<file path="src/rtl/guess_entry_if.sv">
// ---------------------------------------------------------------------------
// guess_entry_if
// Guess transaction bundle between the guess_entry producer and the game FSM.
//   guess_out    [3:0] captured guess, stable while guess_valid is high
//   guess_mode   [1:0] game mode captured together with the guess
//   guess_valid        guess presented, held until acknowledged
//   guess_reject       one-cycle pulse for an out-of-range press
//   guess_ack          consumer accepted the presented guess
// Modports: master = producer (guess_entry), slave = consumer (game FSM).
// ---------------------------------------------------------------------------
interface guess_entry_if;
  logic [3:0] guess_out;
  logic [1:0] guess_mode;
  logic       guess_valid;
  logic       guess_reject;
  logic       guess_ack;

  modport master (
    output guess_out,
    output guess_mode,
    output guess_valid,
    output guess_reject,
    input  guess_ack
  );

  modport slave (
    input  guess_out,
    input  guess_mode,
    input  guess_valid,
    input  guess_reject,
    output guess_ack
  );
endinterface

</file>
<file path="src/rtl/guess_entry.sv">
// ---------------------------------------------------------------------------
// guess_entry
// Turns the raw submit push-button and the guess/mode switches into one
// clean, range-checked guess transaction per press.
// Ports:
//   clock      system clock (single domain)
//   reset      synchronous, active-high reset
//   ready      raw asynchronous push-button
//   userGuess  raw guess switches [3:0]
//   gameMode   raw mode switches [1:0]
//   busy       high in every state except IDLE
//   gif        guess transaction (guess_out/guess_mode/guess_valid/
//              guess_reject out, guess_ack in)
// ---------------------------------------------------------------------------
module guess_entry #(
  parameter int DEBOUNCE_CYCLES = 1000000,
  parameter int CNT_W           = 20
) (
  input  logic              clock,
  input  logic              reset,
  input  logic              ready,
  input  logic [3:0]        userGuess,
  input  logic [1:0]        gameMode,
  output logic              busy,
  guess_entry_if.master     gif
);

  localparam logic [CNT_W-1:0] CNT_LAST = CNT_W'(DEBOUNCE_CYCLES - 1);

  typedef enum logic [1:0] {
    S_WAIT_RELEASE = 2'd0,
    S_IDLE         = 2'd1,
    S_HOLD         = 2'd2
  } state_t;

  logic [1:0]       r_rdy_sync;
  logic [3:0]       r_guess_s1, r_guess_s2;
  logic [1:0]       r_mode_s1, r_mode_s2;
  logic [CNT_W-1:0] r_cnt;
  logic             r_btn_db;
  logic             r_db_prev;
  logic             r_rise;
  logic             r_low;
  state_t           r_state;
  logic [3:0]       r_guess_out;
  logic [1:0]       r_guess_mode;
  logic             r_valid;
  logic             r_reject;
  logic             r_busy;
  logic             w_btn_sync;

  assign w_btn_sync = r_rdy_sync[1];

  // Upper bound of the legal guess for each mode.
  function automatic logic in_range(input logic [3:0] g, input logic [1:0] m);
    case (m)
      2'b00:   in_range = (g <= 4'd3);
      2'b01:   in_range = (g <= 4'd7);
      2'b10:   in_range = (g <= 4'd9);
      default: in_range = 1'b1;
    endcase
  endfunction

  // ---- stage: synchronizers, debounce, registered level history ----------
  // btn_db resets high so a press already in progress at reset looks like a
  // held button and must be released before anything is accepted.
  // r_rise / r_low are registered views of the debounced level: a fresh 0->1
  // edge, and "low for two consecutive cycles" (re-arm condition).
  always_ff @(posedge clock) begin
    if (reset) begin
      r_rdy_sync <= '0;
      r_guess_s1 <= '0;
      r_guess_s2 <= '0;
      r_mode_s1  <= '0;
      r_mode_s2  <= '0;
      r_cnt      <= '0;
      r_btn_db   <= 1'b1;
      r_db_prev  <= 1'b1;
      r_rise     <= 1'b0;
      r_low      <= 1'b0;
    end else begin
      r_rdy_sync <= {r_rdy_sync[0], ready};
      r_guess_s1 <= userGuess;
      r_guess_s2 <= r_guess_s1;
      r_mode_s1  <= gameMode;
      r_mode_s2  <= r_mode_s1;
      r_db_prev  <= r_btn_db;
      r_rise     <= r_btn_db & ~r_db_prev;
      r_low      <= ~r_btn_db & ~r_db_prev;
      if (w_btn_sync == r_btn_db) begin
        r_cnt <= '0;
      end else if (r_cnt == CNT_LAST) begin
        r_btn_db <= ~r_btn_db;
        r_cnt    <= '0;
      end else begin
        r_cnt <= r_cnt + 1'b1;
      end
    end
  end

  // ---- stage: transaction FSM with registered outputs --------------------
  always_ff @(posedge clock) begin
    if (reset) begin
      r_state      <= S_WAIT_RELEASE;
      r_guess_out  <= '0;
      r_guess_mode <= '0;
      r_valid      <= 1'b0;
      r_reject     <= 1'b0;
      r_busy       <= 1'b1;
    end else begin
      r_reject <= 1'b0;
      case (r_state)
        S_WAIT_RELEASE: begin
          if (r_low) begin
            r_state <= S_IDLE;
            r_busy  <= 1'b0;
          end
        end
        S_IDLE: begin
          if (r_rise) begin
            r_guess_out  <= r_guess_s2;
            r_guess_mode <= r_mode_s2;
            r_busy       <= 1'b1;
            if (in_range(r_guess_s2, r_mode_s2)) begin
              r_state <= S_HOLD;
              r_valid <= 1'b1;
            end else begin
              r_state  <= S_WAIT_RELEASE;
              r_reject <= 1'b1;
            end
          end
        end
        S_HOLD: begin
          // Capture registers are untouched here, so the guess stays frozen.
          if (gif.guess_ack) begin
            r_valid <= 1'b0;
            r_state <= S_WAIT_RELEASE;
          end
        end
        default: begin
          r_state <= S_WAIT_RELEASE;
          r_valid <= 1'b0;
          r_busy  <= 1'b1;
        end
      endcase
    end
  end

  assign gif.guess_out    = r_guess_out;
  assign gif.guess_mode   = r_guess_mode;
  assign gif.guess_valid  = r_valid;
  assign gif.guess_reject = r_reject;
  assign busy             = r_busy;

endmodule

</file>
<file path="src/flat_wrapper.sv">
// flat-port wrapper written by rule: the top's interface ports become plain ports
module guess_entry_flat 
#(
  parameter int DEBOUNCE_CYCLES = 1000000,
  parameter int CNT_W           = 20
)
  (clock, reset, ready, userGuess, gameMode, busy, gif_guess_out, gif_guess_mode, gif_guess_valid, gif_guess_reject, gif_guess_ack);
  guess_entry_if gif_i ();
  input  logic clock;
  input  logic reset;
  input  logic ready;
  input  logic [3:0] userGuess;
  input  logic [1:0] gameMode;
  output logic busy;
  output wire logic [$bits(gif_i.guess_out)-1:0] gif_guess_out;
  output wire logic [$bits(gif_i.guess_mode)-1:0] gif_guess_mode;
  output wire logic [$bits(gif_i.guess_valid)-1:0] gif_guess_valid;
  output wire logic [$bits(gif_i.guess_reject)-1:0] gif_guess_reject;
  input wire logic [$bits(gif_i.guess_ack)-1:0] gif_guess_ack;
  assign gif_guess_out = gif_i.guess_out;
  assign gif_guess_mode = gif_i.guess_mode;
  assign gif_guess_valid = gif_i.guess_valid;
  assign gif_guess_reject = gif_i.guess_reject;
  assign gif_i.guess_ack = gif_guess_ack;
  guess_entry #(.DEBOUNCE_CYCLES(DEBOUNCE_CYCLES), .CNT_W(CNT_W)) u_core (.clock(clock), .reset(reset), .ready(ready), .userGuess(userGuess), .gameMode(gameMode), .busy(busy), .gif(gif_i));
endmodule
</file>
<file path="config.mk">
export PLATFORM = sky130hd
export DESIGN_NAME = guess_entry_flat
export DESIGN_NICKNAME = d
export VERILOG_FILES = /design/src/rtl/guess_entry_if.sv /design/src/rtl/guess_entry.sv /design/src/flat_wrapper.sv
export SDC_FILE = /design/constraint.sdc
export NUM_CORES = 1
export LEC_CHECK = 0
export BUFFER_PORTS_ARGS = -buffer_cell sky130_fd_sc_hd__buf_2
export CORE_ASPECT_RATIO = 2
export CORE_MARGIN = 3
export CORE_UTILIZATION = 30
export CTS_BUF_LIST = sky130_fd_sc_hd__clkbuf_16
export DETAILED_ROUTE_END_ITERATION = 16
export SLEW_MARGIN = 20
export SYNTH_ARGS = -nofsm -noshare
export SYNTH_HDL_FRONTEND = slang
export SYNTH_SLANG_ARGS = --single-unit
export TNS_END_PERCENT = 5
</file>
<file path="constraint.sdc">
create_clock -name clock -period 2.7 [get_ports clock]
set_clock_uncertainty 0.2 [all_clocks]
set_input_delay 0.135 -clock clock [delete_from_list [all_inputs] [get_ports clock]]
set_output_delay 0.135 -clock clock [all_outputs]
set_load 0.01 [all_outputs]
</file>
# == Yosys cells after proc, flatten, opt, wreduce, memory -nomap -nowiden ==
# Cells that the tools add are included.
# W data, S select, Z words.
# op_classes
add_sub_neg,1
order_cmp,3
eq_ne,10
mux,17
n_bitwise,9
reduce_logical,9
# ops
operator,n
$add A20 B1 Y20 const B,1
$eq A20 B20 Y1 const B,1
$mux W1,9
$pmux W1 S3,3
$mux W2,4
$not A1 Y1,7
$ne A2 B1 Y1 const B,3
$pmux W2 S3,1
$reduce_and A3 Y1,2
$reduce_or A3 Y1,2
$eq A2 B1 Y1 const B,2
$eq A2 B2 Y1 const B,2
$le A4 B2 Y1 const B,1
$le A4 B3 Y1 const B,1
$le A4 B4 Y1 const B,1
$logic_not A2 Y1,2
$reduce_and A2 Y1,2
$reduce_and A4 Y1,1
$and A1 B1 Y1,2
$ne A2 B2 Y1 const B,1
$eq A1 B1 Y1,1
# word_totals
regBits,49
inputBits,10
out_inout_bits,9
word_cells,65

# == Depth between registers and ports, before layout ==
# Gate-level depths: netlist (run 1).
# logic_depth
word_depth,8
depth_mapped,6

# == Least setup slack after synthesis (run 1) ==
# Ideal clock, no wire load.
# synth_path
path_type,reg2reg
start,register u_core.r_cnt[6]
end,register u_core.r_btn_db
setup_time_ns,0.115
arrival_ns,1.858
required_time_ns,2.385
slack_ns,0.527
stages_incl_launch_ff,5
synth_period_minus_slack_ns,2.173
path_cell_list,dfxtp_1 > or4b_1 > or4_4 > or4_1 > o21a_1
# synth_via
elab_chain_cells,2
# synth_lines
element,line,text
from (decl),guess_entry.sv:39,logic [CNT_W-1:0] r_cnt;
from (signal assigned),guess_entry.sv:96,r_cnt <= r_cnt + 1'b1;
$eq A20 B20 Y1,guess_entry.sv:92,end else if (r_cnt == CNT_LAST) begin
$reduce_and A2 Y1 (no source line),-,
to (signal assigned),guess_entry.sv:93,r_btn_db <= ~r_btn_db;
to (decl),guess_entry.sv:40,logic r_btn_db;
# Every way passes these cells.
# A chain may end at the register's enable or synchronous reset.

# == Final worst setup path (run 1) ==
# layout_path
start,register u_core.r_cnt[14]
end,register u_core.r_btn_db
# The elaborated chain is that of the path after synthesis.

==> results.md, run 1 <==
- Seq/Total Area, Yosys: 53.66%
- Wire length on met2: between 1500 and 2000 microns
- Post-layout util: between 30% and 40%
- Via density: around 4.8
- Worst VDD drop: ~0.00023 V
- Cts repair resizes: 0
- FF-to-FF setup slack: 0.47 ns
- Post-synth EDFFs: 0
- Via Count: approximately 1.4k
- Synth warn: 0
- Detailed Routing Iterations Pass 1: 4
- Crit-path cells: or4b_1 > or4_4 > or4_1 > o21a_1
- CP max FO: 6
- Prevailing post-synth register cell: dfxtp_1
- Placement Rows: 39
- Number of I/O pins: 19
- H-tree depth: 2
- CTS tree: done
- Largest family of logic cells by synthesized area: simple AND/OR/NAND/NOR gates
- Nets: 238
- Filler Cells Inserted: 578
- 1st-iter DRT viols: 35
- Post-synthesis simple-gate area fraction: roughly 27%
- Final period util: 82.44%
- Mean Syn Cell Area: ~9.3 sq um
- Clk_lat worst skew: 0.28 ns
- Crit Path Class: flop to flop
- Synthesized netlist cell count: 197
- CP max stage delay: around 0.53 ns
- Clk root buf: clkbuf_16
- Number of port buffers: 18
- Initial antenna violation count: 0
- Die Ht: 116.4 microns
- Max Cap Violations: 0
- Core ar.: a little under 6000 sq um
- Per-cell routed wire length: 11.64 microns
- Die width: slightly above 60 microns
- Total gr overflow: 0
- Least-Margin Pin Slew: a little under 0.5 ns
- Mux share of post-synthesis cell area: between 1.5 and 2%
- Vias in the first global route: about 1.3k
- First-pass GRT wire length: approximately 5500 microns
- DRT Wirelength: roughly 3400 microns
- Number of CTS-inserted buffers: 5
- Netlist Area Pre-Place: 1828 sq um
- # setup viols final: 0
- Final slew viol count: 0
- CP Launch Type: flop
- Leakage power: 0.7958 nW
- Worst Setup SP: u_core.r_cnt[14]$_SDFF_PP0_
- Met3 wire length: roughly 88 microns
- Routability cong.: roughly 0.78
- Post-DP HPWL: between 2000 and 2500 microns
- Unrepaired setup endpoints after global routing: false
- Synth Area in Adders: less than 1%
- Worst-case clock buffer depth: 2
- Largest net degree at the start of global routing: 31
- Worst Hold Class: input port to flop
- N_diodes: 0
- Cell variety after synth: 34
- Antenna Nets Post-Route: 0
- Synth-to-Final Area Change: 21.01%
- Tmin final: 2.226 ns
- Pwr/cell area: approximately 630 nW/um^2
- CP endpoint kind: flop
- Max-Slew Margin vs Limit: between 60% and 70%
- Ys async rst share: 0%
- Compound-Gate Fraction of Synth Area: 7.118%
- Reg2reg start: u_core.r_cnt[14]$_SDFF_PP0_
- Outcome: completed
- CTS Sinks: 49
- Share of cells above drive strength 1: between 10% and 20%
- Post-Syn Nets: between 200 and 250
- Worst Path Required: approximately 2.7 ns
- Fin. Hold Viols: 0
- Clk slew on worst S/H paths: 0.06 ns
- #FFs+latches synth: 49
- Postcts setup bufs: 0
- Fmax: about 0.45 GHz
- Die Footprint: 7122 sq um
- Total negative slack: 0 ns
- Hold path start: reset
- Synth Area in XOR/XNOR: between 6 and 7%
- CP max stage cell: or4_4
- DR top layer: met4
- GRT Overall Usage: just over 10%
- CP Data Arrival Time: 2.21 ns
- Met1 wire length: between 1000 and 1500 microns
- DRC: 0
- Initial cell density of the core: a little under a third
path summary, 6_finish.rpt:
check | endpoint | cells after the start
worst max register to register | u_core.r_btn_db$_SDFFE_PP1P_ | 4
worst max-delay path | u_core.r_btn_db$_SDFFE_PP1P_ | 4
worst min register to register | u_core.r_low$_SDFF_PP0_ | 1
worst min-delay path | u_core.gif.guess_out[2]$_SDFFE_PP0P_ | 2
final cells by class:
type	instances	area, sq um	area share [%]
clock inverters	3	18.77	0.8484
repair buffers	28	185.2	8.371
well taps	61	76.32	3.450
inverters	8	30.03	1.357
multi-input cells	135	795.8	35.97
flip-flops and latches	49	980.9	44.34
clock buffers	5	125.1	5.656
cells in the final DEF (no fill, tap or decap), drive strengths merged, types with 2 or more instances in the layout:
| cell type | instances |
|---|---|
| nand2 | 13 |
| inv | 9 |
| nor2 | 26 |
| or4 | 4 |
| o211ai | 2 |
| buf | 20 |
| nor2b | 16 |
| xnor2 | 11 |
| nor4 | 2 |
| clkinvlp | 2 |
| nand4 | 6 |
| nor3 | 8 |
| a21oi | 12 |
| dlygate4sd3 | 8 |
| or2 | 2 |
| nand3 | 7 |
| mux2i | 3 |
| o21ai | 5 |
| clkbuf | 5 |
| or4b | 2 |
| dfxtp | 49 |
| o21a | 2 |
| xor2 | 3 |
cell usage after synthesis (2+ instances only):
library cell | count | share of area [%]
dfxtp_1 | 49 | 54
o21ai_0 | 4 | 1.1
or4b_1 | 2 | 1.1
nor4_1 | 2 | 0.68
nor2_1 | 26 | 5.3
nand2_1 | 13 | 2.7
xor2_1 | 3 | 1.4
mux2i_1 | 3 | 1.6
nor2b_1 | 16 | 5.5
a21oi_1 | 12 | 3.3
clkbuf_1 | 3 | 0.62
xnor2_1 | 11 | 5.3
inv_1 | 8 | 1.6
o211ai_1 | 2 | 0.82
or2_2 | 2 | 0.68
o21a_1 | 2 | 0.82
nor3_1 | 8 | 2.2
buf_2 | 2 | 0.55
nand4_1 | 6 | 2.1
nand3_1 | 7 | 1.9
or4_1 | 3 | 1.2
cells by family (layout without fill, tap and decap cells):
group	after synthesis	after routing
xor+xnor	14	14
mux	3	3
compound gates	23	23
fa+ha+maj	1	1
buf+inv	13	44
simple gates	94	94
flops	49	49
critical path: cells and delay by family, from the launching register on:
kind / cells / cell delay, ns
AO/OA/AOI/OAI: 1 / 0.11
flip-flops: 1 / 0.43
AND/OR/NAND/NOR: 3 / 1.39
flip-flops by register name (all words and copies together), names as in the netlist:
signal / count
u_core.busy: 1
u_core.gif.guess_mode: 2
u_core.gif.guess_out: 4
u_core.gif.guess_reject: 1
u_core.gif.guess_valid: 1
u_core.r_btn_db: 1
u_core.r_cnt: 20
u_core.r_db_prev: 1
u_core.r_guess_s1: 4
u_core.r_guess_s2: 4
u_core.r_low: 1
u_core.r_mode_s1: 2
u_core.r_mode_s2: 2
u_core.r_rdy_sync: 2
u_core.r_rise: 1
u_core.r_state: 2
per-stage QoR:
| stage | area [sq um] | total power [W] | hold slack [ns] | instances | worst slack [ns] |
|---|---|---|---|---|---|
| after global placement | 1988 | 0.0008042 | 0.1519 | 273 | 0.4763 |
| after floorplan | 1828 | 0.0007897 | 0.06318 | 197 | 0.5274 |
| after CTS | 2212 | 0.001414 | 0.09546 | 289 | 0.4699 |
| after detailed placement | 1988 | 0.0008044 | 0.1471 | 273 | 0.4763 |
| final | 2212 | 0.001388 | 0.09222 | 289 | 0.4740 |
| after global routing | 2212 | 0.001449 | 0.1140 | 289 | 0.3725 |
power by group:
part	internal, W	leakage (nW)	total [W]	switching [W]
Combinational	0.0000265	0.330	0.0000514	0.0000249
Clock	0.000339	0.0672	0.000591	0.000252
Sequential	0.000738	0.398	0.000745	0.00000739
Total	0.00110	0.796	0.00139	0.000284
layer usage:
metal  vias to the layer above  GRT usage [%]
li1                        722              -
met1                       633          9.596
met2                        21          19.17
met3                         8          2.323
met4                         0          5.644
met5                         -              0
what timing repair did:
| action | 4_1_cts | 5_1_grt |
|---|---|---|
| endpoints found under the setup margin | 0 | 0 |
| hold endpoints to repair | 9 | 0 |
| hold buffers | 8 | 0 |
No activity file was read; power rests on OpenSTA's default activity.
==> run 2: changes to the inputs <==
- clock period: 2.7 -> 1.8 ns (I/O delays scaled with it)
==> run 2 against run 1 <==
Effect of this change: the flow now finishes with violations (setup timing); via count up 8.7%; clock power up 78%; sequential cell count unchanged; worst setup slack worse by 0.86 ns; critical path type unchanged.
==> results.md, run 2 (synthesized netlist as in run 1, its figures left out) <==
- Outcome: finished with violations (was completed)
- Failing checks: setup timing
- Worst VDD drop: 0.0003685 V (was 0.0002335 V)
- Nets: 267 (was 238)
- Commonest non-fill, non-tap cell in the layout: dfxtp_1 (unchanged)
- Clk_lat worst skew: 0.28 ns (about the same)
- Max-Slew Margin vs Limit: 76.02% (was 67.60%)
- Fmax: 0.4574 GHz (was 0.4492 GHz)
- Number of CTS-inserted buffers: 5 (unchanged)
- Cell-internal power: 0.001815 W (was 0.001103 W)
- Filler Cells Inserted: 565 (was 578)
- Max Cap Violations: 0 (unchanged)
- Post-DP HPWL: 2838 microns (was 2386 microns)
- DRT Wirelength: 3695 microns (was 3363 microns)
- Total negative slack: -6.444 ns (was 0 ns)
- Commonest cells after routing, fill and taps aside: dfxtp_1 (49), buf_4 (30), nor2_1 (26) (was dfxtp_1 (49), nor2_1 (26), buf_2 (18))
- Met1 Usage GRT: 10.64% (was 9.596%)
- Antenna Nets Post-Route: 0 (unchanged)
- Number of port buffers: 18 (unchanged)
- Crit Path Class: flop to flop (unchanged)
- Postcts setup bufs: 0 (unchanged)
- Synth-to-Final Area Change: 34.77% (was 21.01%)
- Initial antenna violation count: 0 (unchanged)
- Pwr/cell area: 915.4 nW/um^2 (was 627.4 nW/um^2)
- 1st-iter DRT viols: 56 (was 35)
- Setup WS post-layout: -0.3863 ns (was 0.4740 ns)
- Clk slew on worst S/H paths: 0.06 ns (about the same)
- CP max FO: 3 (was 6)
- Share of cells above drive strength 1: 24.12% (was 14.04%)
- Worst Hold Class: flop to flop (was input port to flop)
- CTS Sinks: 49 (unchanged)
- CTS tree: done (unchanged)
- Final slew viol count: 0 (unchanged)
- Via Count: 1,504 (was 1,384)
- Unrepaired setup endpoints after global routing: true (was false)
- CP Launch Type: flop (unchanged)
- H-tree depth: 2 (unchanged)
- CP endpoint kind: flop (unchanged)
- GRT Overall Usage: 11.63% (was 10.25%)
- Die width: 61.20 microns (unchanged)
- Vias in the first global route: 1,448 (was 1,303)
- Leakage power: 0.9560 nW (was 0.7958 nW)
- First-pass GRT wire length: 6120 microns (was 5478 microns)
- Max FFs per register: 20 (unchanged)
- DRC: 0 (unchanged)
- Number of I/O pins: 19 (unchanged)
- Initial cell density of the core: 31.48% (unchanged)
- Via density: 4.730 (was 4.789)
- Final period util: 121.5% (was 82.44%)
- Worst Path Required: 1.77 ns (was 2.68 ns)
- Die Footprint: 7122 sq um (unchanged)
- Largest net degree at the start of global routing: 28 (was 31)
- Grt met2 use: 21.07% (was 19.17%)
- Die Ht: 116.4 microns (unchanged)
- Detailed Routing Iterations Pass 1: 4 (unchanged)
- Switching share of power: 19.52% (was 20.49%)
- Reg with most FFs: u_core.r_cnt (unchanged)
- Per-cell routed wire length: 11.62 microns (was 11.64 microns)
- Net Sw Power: 0.0004403 W (was 0.0002844 W)
- Clk root buf: clkbuf_16 (unchanged)
- Global route hottest layer: met2 (unchanged)
- Worst-case clock buffer depth: 2 (unchanged)
- Comb pwr share: 4.1% (was 3.7%)
- Least-Margin Pin Slew: 0.3570 ns (was 0.4861 ns)
- Final instance area: 2464 sq um (was 2212 sq um)
- # setup viols final: 21 (was 0)
- Post-DP Area: 2198 sq um (was 1988 sq um)
- GR Util met3: 1.991% (was 2.323%)
- N_diodes: 0 (unchanged)
- Routability cong.: 0.7936 (was 0.7839)
- Fin. Hold Viols: 0 (unchanged)
- Total gr overflow: 0 (unchanged)
- Reg power frac: 49.5% (was 53.7%)
- Worst hold slack: 0.2283 ns (was 0.09222 ns)
- Core ar.: 5807 sq um (unchanged)
- Clk pwr share: 46.4% (was 42.6%)
- CP Data Arrival Time: 2.16 ns (was 2.21 ns)
- Placement Rows: 39 (unchanged)
- Tmin final: 2.186 ns (was 2.226 ns)
-- run 2: changes by cell type in the layout (fill, tap and decap cells not counted), sizes merged --
cell / before / now
clkinvlp: 2 / 1
clkinv: 0 / 1
dlygate4sd3: 8 / 9
bufinv: 0 / 1
inv: 9 / 8
buf: 20 / 48
-- run 2: power by group through the flow --
stage / sequential, W / clock (W) / combinational [W]
6_report: 0.00112 / 0.00105 / 0.0000924
5_1_grt: 0.00112 / 0.00112 / 0.000106
4_1_cts: 0.00112 / 0.00109 / 0.0000946
3_5_place_dp: 0.00114 / 0 / 0.0000787
3_3_place_gp: 0.00114 / 0 / 0.0000782
2_1_floorplan: 0.00114 / 0 / 0.0000438
-- run 2: critical path, cell delays in order, from the launching register on --
cell and delay [ns]:
dfxtp_1 0.31, or4b_1 0.51, or4_4 0.53, or4_4 0.41, o21a_1 0.11
-- run 2: worst paths after layout --
kind / startpoint / end / slack [ns] / depth (start not counted)
setup / recovery: u_core.r_cnt[7]$_SDFF_PP0_ / u_core.r_btn_db$_SDFFE_PP1P_ / -0.39 / 4
setup reg to reg: u_core.r_cnt[7]$_SDFF_PP0_ / u_core.r_btn_db$_SDFFE_PP1P_ / -0.39 / 4
hold / removal: u_core.r_db_prev$_SDFF_PP1_ / u_core.r_low$_SDFF_PP0_ / 0.23 / 1
hold reg to reg: u_core.r_db_prev$_SDFF_PP1_ / u_core.r_low$_SDFF_PP0_ / 0.23 / 1
-- run 2: final cells by class --
class,instances,area (sq um),share of cell area (%)
Tap cell,61,76.32,3.098
Timing Repair Buffer,57,405.4,16.46
Clock inverter,3,46.29,1.879
Sequential cell,49,980.9,39.82
Clock buffer,5,125.1,5.079
Multi-Input combinational cell,135,799.5,32.45
Inverter,8,30.03,1.219
-- run 2: timing repair --
action / in CTS / in global routing
gates resized for setup: 0 / 1
hold endpoints to repair: 11 / 0
hold buffers: 9 / 0
endpoints found under the setup margin: 21 / 21
-- run 2: layer usage --
layer	share of wire [%]	routed length (microns)
met5	0	0
met4	5.8	216
met3	3.9	144
met2	54	2001
met1	36	1332
-- run 2: metrics by stage --
step	setup WS [ns]	util, %	total power, W	instances
floorplan	-0.3531	-	0.001184	197
global placement	-0.3450	37.86	0.001218	301
detailed placement	-0.3734	37.86	0.001219	301
CTS	-0.3775	42.36	0.002297	318
global route	-0.4372	42.43	0.002346	318
finish	-0.3863	42.43	0.002255	318
==> run 3: changes to the inputs <==
- ABC_CLOCK_PERIOD_IN_PS: not set -> 1800
- BUFFER_PORTS_ARGS: -buffer_cell sky130_fd_sc_hd__buf_2 -> not set
- DONT_BUFFER_PORTS: not set -> 1
- SETUP_SLACK_MARGIN: not set -> 0.1
==> run 3 against run 2 <==
Effect of this change: the flow still finishes with violations (setup timing); via count fell by 3.5%; global-route usage fell by 0.62 points; sequential cell count did not move; clock-buffer cell count did not move; worst setup slack improved by 0.0012 ns; routed wire length fell by 1.0%; utilization fell by 1.6 points; maximum frequency barely moved; first-iteration DRC count rose by 13%; register-to-register slack barely moved; hold slack got worse by 0.21 ns; critical endpoint unchanged; largest power group is now clock.
==> results.md, run 3 (synthesized netlist as in run 1, its figures left out) <==
- CP endpoint kind: flop (unchanged)
- Pwr/cell area: 997.1 nW/um^2 (was 915.4 nW/um^2)
- Commonest cells after routing, fill and taps aside: dfxtp_1 (49), buf_4 (28), nor2_1 (26) (was dfxtp_1 (49), buf_4 (30), nor2_1 (26))
- Number of port buffers: 0 (was 18)
- Number of CTS-inserted buffers: 5 (unchanged)
- Core ar.: 5807 sq um (unchanged)
- Setup WS post-layout: -0.3851 ns (was -0.3863 ns)
- Clk root buf: clkbuf_16 (unchanged)
- Share of cells above drive strength 1: 17.30% (was 24.12%)
- Commonest non-fill, non-tap cell in the layout: dfxtp_1 (unchanged)
- Max Cap Violations: 0 (unchanged)
- Number of I/O pins: 19 (unchanged)
- Synth-to-Final Area Change: 29.84% (was 34.77%)
- WHS Path Cells: 4 (was 1)
- Post-layout util: 40.87% (was 42.43%)
- Post-DP Area: 2093 sq um (was 2198 sq um)
- Via density: 4.872 (was 4.730)
- # setup viols final: 21 (unchanged)
- Failing checks: setup timing (unchanged)
- First-pass GRT wire length: 5789 microns (was 6120 microns)
- Worst hold slack: 0.01974 ns (was 0.2283 ns)
- Clk_lat worst skew: 0.28 ns (about the same)
- Reg with most FFs: u_core.r_cnt (unchanged)
- Crit-path cells: or4b_1 > or4_4 > or4_1 > o21a_1 (was or4b_1 > or4_4 > or4_4 > o21a_1)
- Vias in the first global route: 1,394 (was 1,448)
- Final slew viol count: 0 (unchanged)
- CTS tree: done (unchanged)
- 1st-iter DRT viols: 63 (was 56)
- Max-Slew Margin vs Limit: 37.82% (was 76.02%)
- Leakage power: 0.8751 nW (was 0.9560 nW)
- N_diodes: 0 (unchanged)
- Cts repair resizes: 0 (unchanged)
- Fin. Hold Viols: 0 (unchanged)
- Antenna Nets Post-Route: 0 (unchanged)
- Worst VDD drop: 0.0004434 V (was 0.0003685 V)
- Worst-case clock buffer depth: 2 (unchanged)
- CP max stage delay: 0.53 ns (about the same)
- CP Data Arrival Time: 2.15 ns (was 2.16 ns)
- Routability cong.: 0.7791 (was 0.7936)
- Per-cell routed wire length: 12.28 microns (was 11.62 microns)
- Die Ht: 116.4 microns (unchanged)
- CP max stage cell: or4_4 (unchanged)
- Clk slew on worst S/H paths: 0.06 ns (about the same)
- H-tree depth: 2 (unchanged)
- DRT Wirelength: 3658 microns (was 3695 microns)
- Unrepaired setup endpoints after global routing: true (unchanged)
- Cells after DPL: 281 (was 301)
- CP max FO: 3 (unchanged)
- Post-DP HPWL: 2744 microns (was 2838 microns)
- GRT Overall Usage: 11.01% (was 11.63%)
- Detailed Routing Iterations Pass 1: 4 (unchanged)
- Die Footprint: 7122 sq um (unchanged)
- Crit Path Class: flop to flop (unchanged)
- Worst Hold Class: input port to flop (was flop to flop)
- Final cell count without fillers: 298 (was 318)
- Nets: 247 (was 267)
- Final instance area: 2374 sq um (was 2464 sq um)
- Worst Path Required: 1.77 ns (about the same)
- Final period util: 121.4% (was 121.5%)
- Outcome: finished with violations (unchanged)
- CTS Sinks: 49 (unchanged)
- Total gr overflow: 0 (unchanged)
- Initial cell density of the core: 31.48% (unchanged)
- Placement Rows: 39 (unchanged)
- Initial antenna violation count: 0 (unchanged)
- Fmax: 0.4577 GHz (was 0.4574 GHz)
- Setup WS pre-CTS: -0.3719 ns (was -0.3734 ns)
- Largest net degree at the start of global routing: 30 (was 28)
- Via Count: 1,452 (was 1,504)
- Die width: 61.20 microns (unchanged)
- Least-Margin Pin Slew: 0.9296 ns (was 0.3570 ns)
- Tmin final: 2.185 ns (was 2.186 ns)
- Reg2reg path depth: 4 (unchanged)
- FF-to-FF setup slack: -0.39 ns (about the same)
- DRC: 0 (unchanged)
- CP Launch Type: flop (unchanged)
- Max FFs per register: 20 (unchanged)
[run 3: report_power, final]
part	internal, W	switching [W]
Combinational	0.0000429	0.0000377
Sequential	0.00111	0.0000110
Clock	0.000793	0.000376
Total	0.00194	0.000425
[run 3: timing repair]
action / CTS / global route
hold buffers: 9 / 0
endpoints found under the setup margin: 21 / 21
hold endpoints to repair: 29 / 0
setup buffers: 0 / 0
[run 3: layer usage]
| metal | global-route usage, % | share of wire [%] | wire, microns |
|---|---|---|---|
| met5 | 0 | 0 | 0 |
| met4 | 6.946 | 2.7 | 100 |
| met3 | 1.991 | 3.7 | 136 |
| met2 | 21.22 | 57 | 2086 |
| met1 | 9.582 | 36 | 1334 |
[run 3: worst max-delay path, delay by kind of cell, from the launching register on]
family	cells	cell delay [ns]
AND/OR/NAND/NOR	3	1.46
flip-flops	1	0.31
AO/OA/AOI/OAI	1	0.11
[run 3: per-stage QoR]
| step | power [W] | setup TNS (ns) |
|---|---|---|
| after floorplan | 0.001184 | -5.068 |
| after global placement | 0.001197 | -5.771 |
| after detailed placement | 0.001200 | -6.288 |
| after CTS | 0.002403 | -6.601 |
| after global routing | 0.002452 | -8.940 |
| final | 0.002367 | -6.511 |
[run 3: final timing paths]
path	start	endpoint
max reg2reg	u_core.r_cnt[7]$_SDFF_PP0_	u_core.r_btn_db$_SDFFE_PP1P_
min reg2reg	u_core.r_db_prev$_SDFF_PP1_	u_core.r_low$_SDFF_PP0_
min	reset	u_core.r_cnt[0]$_SDFF_PP0_
max	u_core.r_cnt[7]$_SDFF_PP0_	u_core.r_btn_db$_SDFFE_PP1P_
[run 3: area by class of cell]
type	count	area [sq um]
repair buffers	37	300.3
fillers	564	3433
multi-input cells	135	795.8
inverters	8	30.03
well taps	61	76.32
clock buffers	5	125.1
clock inverters	3	65.06
flip-flops and latches	49	980.9
